==> config.mk <==
export PLATFORM = sky130hd
export DESIGN_NAME = mem_access_ctrl
export DESIGN_NICKNAME = d
export VERILOG_FILES = /design/src/rtl/mem_access_ctrl.sv
export SDC_FILE = /design/constraint.sdc
export NUM_CORES = 1
export LEC_CHECK = 0
export ABC_AREA = 1
export CORE_ASPECT_RATIO = 0.5
export CORE_MARGIN = 4
export CORE_UTILIZATION = 25
export CTS_BUF_LIST = sky130_fd_sc_hd__clkbuf_8
export CTS_CLUSTER_SIZE = 24
export DETAILED_ROUTE_END_ITERATION = 7
export PLACE_DENSITY = 0.51
export SLEW_MARGIN = 20
export SYNTH_ARGS = -nofsm -noshare
export SYNTH_HDL_FRONTEND = slang
export SYNTH_SLANG_ARGS = --single-unit
==> constraint.sdc <==
create_clock -name clk -period 2 [get_ports clk]
set_input_delay 0.5 -clock clk [delete_from_list [all_inputs] [get_ports clk]]
set_output_delay 0.5 -clock clk [all_outputs]
set_load 0.005 [all_outputs]
==> src/rtl/mem_access_ctrl.sv <==
// mem_access_ctrl: multi-cycle load/store controller between the MEM stage
// and a word-addressed data memory. One request is latched, the memory is
// driven for WAIT_CYCLES cycles with the pipeline frozen, then a single
// `ready` pulse returns the registered read data.
// Optional address range/alignment checking (err port) is enabled by
// defining MEM_CTRL_ADDR_CHECK_EN.
module mem_access_ctrl #(
    parameter int unsigned WAIT_CYCLES = 3,
    parameter logic [31:0] BASE_ADDR   = 32'h400,
    parameter int unsigned DEPTH       = 64
) (
    input  logic        clk,
    input  logic        rst,
    input  logic        req_r_en,
    input  logic        req_w_en,
    input  logic [31:0] req_addr,
    input  logic [31:0] req_wdata,
    output logic [31:0] mem_addr,
    output logic [31:0] mem_wdata,
    output logic        mem_w_en,
    output logic        mem_r_en,
    input  logic [31:0] mem_rdata,
    output logic [31:0] rdata,
    output logic        ready,
    output logic        freeze
`ifdef MEM_CTRL_ADDR_CHECK_EN
   ,output logic        err
`endif
);

    typedef enum logic [1:0] {
        IDLE,
        ACCESS,
        DONE
    } state_t;

    localparam logic [3:0] CNT_INIT = 4'(WAIT_CYCLES - 1);

    state_t      state_q, state_d;
    logic [3:0]  cnt_q,   cnt_d;
    logic [31:0] addr_q,  addr_d;
    logic [31:0] wdata_q, wdata_d;
    logic        wr_q,    wr_d;
    logic [31:0] rdata_q, rdata_d;

    logic        req;
    logic        last;
    logic        access_ok;

    assign req  = req_r_en | req_w_en;
    assign last = (cnt_q == 4'd0);

`ifdef MEM_CTRL_ADDR_CHECK_EN
    localparam logic [32:0] ADDR_LIMIT = {1'b0, BASE_ADDR} + 33'(4 * DEPTH);

    logic bad_q, bad_d;
    logic err_q, err_d;
    logic bad_now;

    assign bad_now   = (req_addr[1:0] != 2'b00)
                    || ({1'b0, req_addr} <  {1'b0, BASE_ADDR})
                    || ({1'b0, req_addr} >= ADDR_LIMIT);
    assign access_ok = ~bad_q;
    assign err       = err_q;
`else
    assign access_ok = 1'b1;
`endif

    assign rdata = rdata_q;

    // Next-state, latching and memory/pipeline handshake outputs.
    always_comb begin
        state_d   = state_q;
        cnt_d     = cnt_q;
        addr_d    = addr_q;
        wdata_d   = wdata_q;
        wr_d      = wr_q;
        rdata_d   = rdata_q;
`ifdef MEM_CTRL_ADDR_CHECK_EN
        bad_d     = bad_q;
        err_d     = 1'b0;
`endif
        mem_addr  = '0;
        mem_wdata = '0;
        mem_w_en  = 1'b0;
        mem_r_en  = 1'b0;
        ready     = 1'b0;
        freeze    = 1'b0;

        case (state_q)
            IDLE: begin
                freeze = req & ~rst;
                if (req) begin
                    addr_d  = req_addr;
                    wdata_d = req_wdata;
                    // A store wins over a simultaneous load.
                    wr_d    = req_w_en;
                    cnt_d   = CNT_INIT;
`ifdef MEM_CTRL_ADDR_CHECK_EN
                    bad_d   = bad_now;
`endif
                    state_d = ACCESS;
                end
            end
            ACCESS: begin
                freeze    = ~rst;
                mem_addr  = addr_q;
                mem_wdata = wdata_q;
                mem_r_en  = ~wr_q & access_ok & ~rst;
                // Single write strobe on the final access cycle only.
                mem_w_en  = wr_q & access_ok & last & ~rst;
                if (last) begin
                    rdata_d = (wr_q || !access_ok) ? '0 : mem_rdata;
`ifdef MEM_CTRL_ADDR_CHECK_EN
                    err_d   = bad_q;
`endif
                    state_d = DONE;
                end else begin
                    cnt_d = cnt_q - 4'd1;
                end
            end
            DONE: begin
                // Completing request may still be visible; never restart it.
                ready   = ~rst;
                state_d = IDLE;
            end
            default: begin
                state_d = IDLE;
            end
        endcase
    end

    // State and datapath registers with synchronous reset.
    always_ff @(posedge clk) begin
        if (rst) begin
            state_q <= IDLE;
            cnt_q   <= '0;
            addr_q  <= '0;
            wdata_q <= '0;
            wr_q    <= 1'b0;
            rdata_q <= '0;
`ifdef MEM_CTRL_ADDR_CHECK_EN
            bad_q   <= 1'b0;
            err_q   <= 1'b0;
`endif
        end else begin
            state_q <= state_d;
            cnt_q   <= cnt_d;
            addr_q  <= addr_d;
            wdata_q <= wdata_d;
            wr_q    <= wr_d;
            rdata_q <= rdata_d;
`ifdef MEM_CTRL_ADDR_CHECK_EN
            bad_q   <= bad_d;
            err_q   <= err_d;
`endif
        end
    end

endmodule

# Word level (Yosys, flattened, before mapping)
# Index checks and enable logic that the tools add are counted.
# W data, S select, Z words.
[word_totals] ff_bits=103 output_inout_bits=100
[classes] addsub=1 n_eq_ne=5 muxes=13 bitwise=7 reduce_logical=7
[ops] op="$mux W32" count=3
[ops] op="$mux W4" count=2
[ops] op="$pmux W4 S2" count=1
[ops] op="$ne A2 B2 Y1 const B" count=3
[ops] op="$reduce_and A2 Y1" count=3
[ops] op="$and A1 B1 Y1" count=4
[ops] op="$logic_not A4 Y1" count=1
[ops] op="$mux W2" count=2
[ops] op="$pmux W2 S2" count=1
[ops] op="$sub A4 B1 Y4 const B" count=1
[ops] op="$mux W1" count=3
[ops] op="$reduce_and A3 Y1" count=1
[ops] op="$eq A2 B1 Y1 const B" count=1
[ops] op="$eq A2 B2 Y1 const B" count=1
[ops] op="$logic_not A2 Y1" count=1
[ops] op="$not A1 Y1" count=2
[ops] op="$pmux W1 S2" count=1
[ops] op="$reduce_bool A2 Y1" count=1
[ops] op="$or A1 B1 Y1" count=1

# Logic depth before layout (Yosys ltp)
[logic_depth] depth_word=4 depth_mapped=8 ltp_nobuf=8

# Worst setup path before layout
# No wires, ideal clock.
[synth_path] path_type="register to output" start="register cnt_q[0]" end="output mem_w_en" arrival_ns=1.149 t_required_ns=1.500 path_slack_ns=0.351 stages_incl_launch_ff=8 cell_sequence="dfxtp_1 -> inv_1 -> ha_1 -> nand2_1 -> nor2_4 -> inv_2 -> buf_6 -> nor3_2"
[synth_via] elab_chain_len=4
[synth_rtl] element="start: declaration" line="40" rtl="logic [3:0] cnt_q, cnt_d;"
[synth_rtl] element="start signal: assignment" line="148" rtl="cnt_q <= cnt_d;"
[synth_rtl] element="$logic_not A4 Y1" line="51" rtl="assign last = (cnt_q == 4'd0);"
[synth_rtl] element="$and A1 B1 Y1 (2 in series)" line="111" rtl="mem_w_en = wr_q & access_ok & last & ~rst;"
[synth_rtl] element="$mux W1" line="90" rtl="case (state_q)"
[synth_rtl] element="end: declaration" line="20" rtl="output logic mem_w_en,"
# Every way passes these cells.

# Worst setup path after layout
[layout_path] start="register state_q[0]" end="output mem_addr[25]"
[layout_via] elab_chain_len=2
[layout_rtl] element="start: declaration" line="39" rtl="state_t state_q, state_d;"
[layout_rtl] element="start signal: assignment" line="147" rtl="state_q <= state_d;"
[layout_rtl] element="$eq A2 B1 Y1" line="90"
[layout_rtl] element="$mux W32" line="90"
[layout_rtl] element="end: declaration" line="18" rtl="output logic [31:0] mem_addr,"
# Every way passes these cells.

==> impl_metrics.json <==
{
  "outcome": "complete, no violations",
  "grt_pass1_vias": 3972,
  "die_w_um": 189,
  "fp.dieH_um": 98.5,
  "via_per_inst": 4.29,
  "first_pass_iters": 4,
  "ys_seq_area_frac": 0.504,
  "synth_top_family_by_area": "compound AO/OA/AOI/OAI gates",
  "grt.busiest_layer": "met2",
  "synth_seq_cells": 103,
  "worstPathMaxFanout": 21,
  "dp_hpwl_um": 9080,
  "finalMaxSlewViolations": 0,
  "synthCells": 542,
  "start_util": 0.260,
  "grt_max_degree": 61,
  "instances_no_fill": 959,
  "use_met1": 0.174,
  "area_growth_pct": 56.8,
  "min_path_type": "register to register",
  "synth-simple-area-share": 0.157,
  "layout_commonest_cell": "clkdlybuf4s50_1",
  "gp_congestion": 0.728,
  "finalHoldViolCount": 0,
  "ys.flop_type": "dfxtp_1",
  "use_met2": 0.244,
  "htree_levels": 3,
  "avgSynthCellArea_um2": 7.55,
  "synth.distinct_cells": 23,
  "fin_area_um2": 6420,
  "grt_pass1_wl_um": 21200,
  "max_slew_margin": 0.730,
  "cts_tree": "built",
  "synth_edf_count": 0,
  "clock_latency_ns": 0.37,
  "num_vias": 4118,
  "wl_um": 13300,
  "vdd_drop_max_mv": 0.292,
  "nets": 836,
  "synthAdderAreaFrac": 0.00611,
  "muxShareOfSynthArea": 0,
  "core_um2": 15700,
  "path_class": "register to output pin",
  "clock-root-buffer": "clkbuf_8",
  "postPlaceCellArea_um2": 6340,
  "antenna_found_initial": 0,
  "drive_gt1_frac": 0.178,
  "cts_sinks": 103,
  "io_pins": 200,
  "final_cell_mix": "130 x clkdlybuf4s50_1, 100 x a21oi_1, 99 x dfxtp_1",
  "track_usage": 0.141,
  "routedWlPerCell_um": 13.9,
  "die_area_um2": 18600,
  "num_antenna_cells": 0,
  "fin_crit_ns": 1.99,
  "worstMarginPinSlew_ns": 0.404,
  "setup_violations": 0,
  "cts.reportedPaths.clkPinSlew_ns": 0.10,
  "remaining_drc_errors": 0,
  "grtUsageMet3": 0.0407,
  "fin_skew_ns": 0.0109,
  "leakagePower_nw": 2.55,
  "rsz0062_at_grt": "yes",
  "synth_area_um2": 4090,
  "drtAntennaViolNets": 0,
  "synth_compound_area_frac": 0.207,
  "max_freq_mhz": 503,
  "placed_cells": 939,
  "cts.path.max_buffers": 2,
  "start_kind": "register",
  "rows": 32,
  "numPortBuffers": 199,
  "grt_overflow_total": 0,
  "end_kind": "output pin",
  "synth_xor_area_frac": 0,
  "syn_nets": 644,
  "crit_required_ns": 1.50,
  "ys_warn_count": 0,
  "timing.final.crit_share": 0.994,
  "cap_viol_max_count": 0,
  "cts_inserted_buffers": 9,
  "power_density_nw_per_um2": 835,
  "worstPathArrival_ns": 1.49,
  "synthArstFlopShare": 0,
  "drtIter0Drc": 154
}
critical path, cell delays in order, from the launching register on:
cell and delay (ns):
dfxtp_2 0.35, inv_2 0.05, nor2_4 0.13, inv_6 0.09
buf_12 0.16, nor2_1 0.10, clkdlybuf4s15_2 0.21
timing repair:
| item | in CTS | in global routing |
|---|---|---|
| setup buffers | 0 | 3 |
| pin swaps | 1 | 2 |
| gates resized for setup | 263 | 9 |
| hold buffers | 0 | 0 |
| cloned | 2 | 0 |
| endpoints found under the hold margin | 0 | 0 |
| setup endpoints to repair | 68 | 54 |
layout make-up:
cell class	instances	area, um2
Clock buffer	10	138
Multi-Input combinational cell	324	1550
Timing Repair Buffer	222	2070
Clock inverter	5	35.0
Inverter	74	283
Sequential cell	103	2070
Tap cell	221	277
Fill cell	1685	9320
cells by family (layout without fill, tap and decap cells):
logic type / count (synthesis) / in the layout
flip-flops: 103 / 103
AO/OA/AOI/OAI: 168 / 168
adder cells (fa/ha/maj): 2 / 2
AND/OR/NAND/NOR: 154 / 154
buffers and inverters: 115 / 311
Yosys cell counts, types with 2 or more instances:
| cell type | n | area share |
|---|---|---|
| buf_6 | 9 | 0.025 |
| nand3_1 | 34 | 0.042 |
| dfxtp_1 | 103 | 0.50 |
| o21ai_1 | 3 | 0.0037 |
| nand2_1 | 39 | 0.036 |
| ha_1 | 2 | 0.0061 |
| clkbuf_1 | 12 | 0.011 |
| buf_2 | 14 | 0.017 |
| nor3_1 | 2 | 0.0024 |
| inv_1 | 70 | 0.064 |
| inv_2 | 3 | 0.0028 |
| a21oi_1 | 100 | 0.12 |
| buf_1 | 5 | 0.0046 |
| o21ai_0 | 63 | 0.077 |
| nor2_1 | 75 | 0.069 |
metrics by stage:
stage	setup WS, ns	utilization	setup TNS, ns	total power, mW	hold slack [ns]
floorplan	0.351	-	0	3.38	0.430
global placement	-0.372	0.403	-1.34	4.18	0.437
detailed placement	-0.389	0.403	-3.18	4.19	0.441
CTS	-0.0417	0.406	-0.611	5.44	0.456
global route	-0.101	0.408	-1.67	5.76	0.477
finish	0.0122	0.408	0	5.36	0.454
worst paths after layout:
check              from      endpoint  slack, ns  cells after the start
max          state_q[0]  mem_addr[25]       0.01                      6
min          addr_q[26]    addr_q[26]       0.45                      2
min reg2reg  addr_q[26]    addr_q[26]       0.45                      2
max reg2reg    cnt_q[0]      rdata[4]       0.55                      8
routing by layer:
layer  routed length, um  share of wire
met5                   0              0
met1                5970           0.45
met3                 674          0.051
met4                 162          0.012
met2                6530           0.49
registers in the layout (all words and copies together), names as in the netlist:
signal,flops
cnt_q,4
rdata,32
wr_q,1
addr_q,32
wdata_q,32
state_q,2
where the power goes:
| group | leakage, nW | switching (mW) | internal, mW | total, mW |
|---|---|---|---|---|
| logic | 1.62 | 0.905 | 0.794 | 1.70 |
| clock network | 0.0764 | 0.745 | 0.478 | 1.22 |
| registers | 0.851 | 0.0964 | 2.35 | 2.44 |
(Power assumes the default switching activity.)
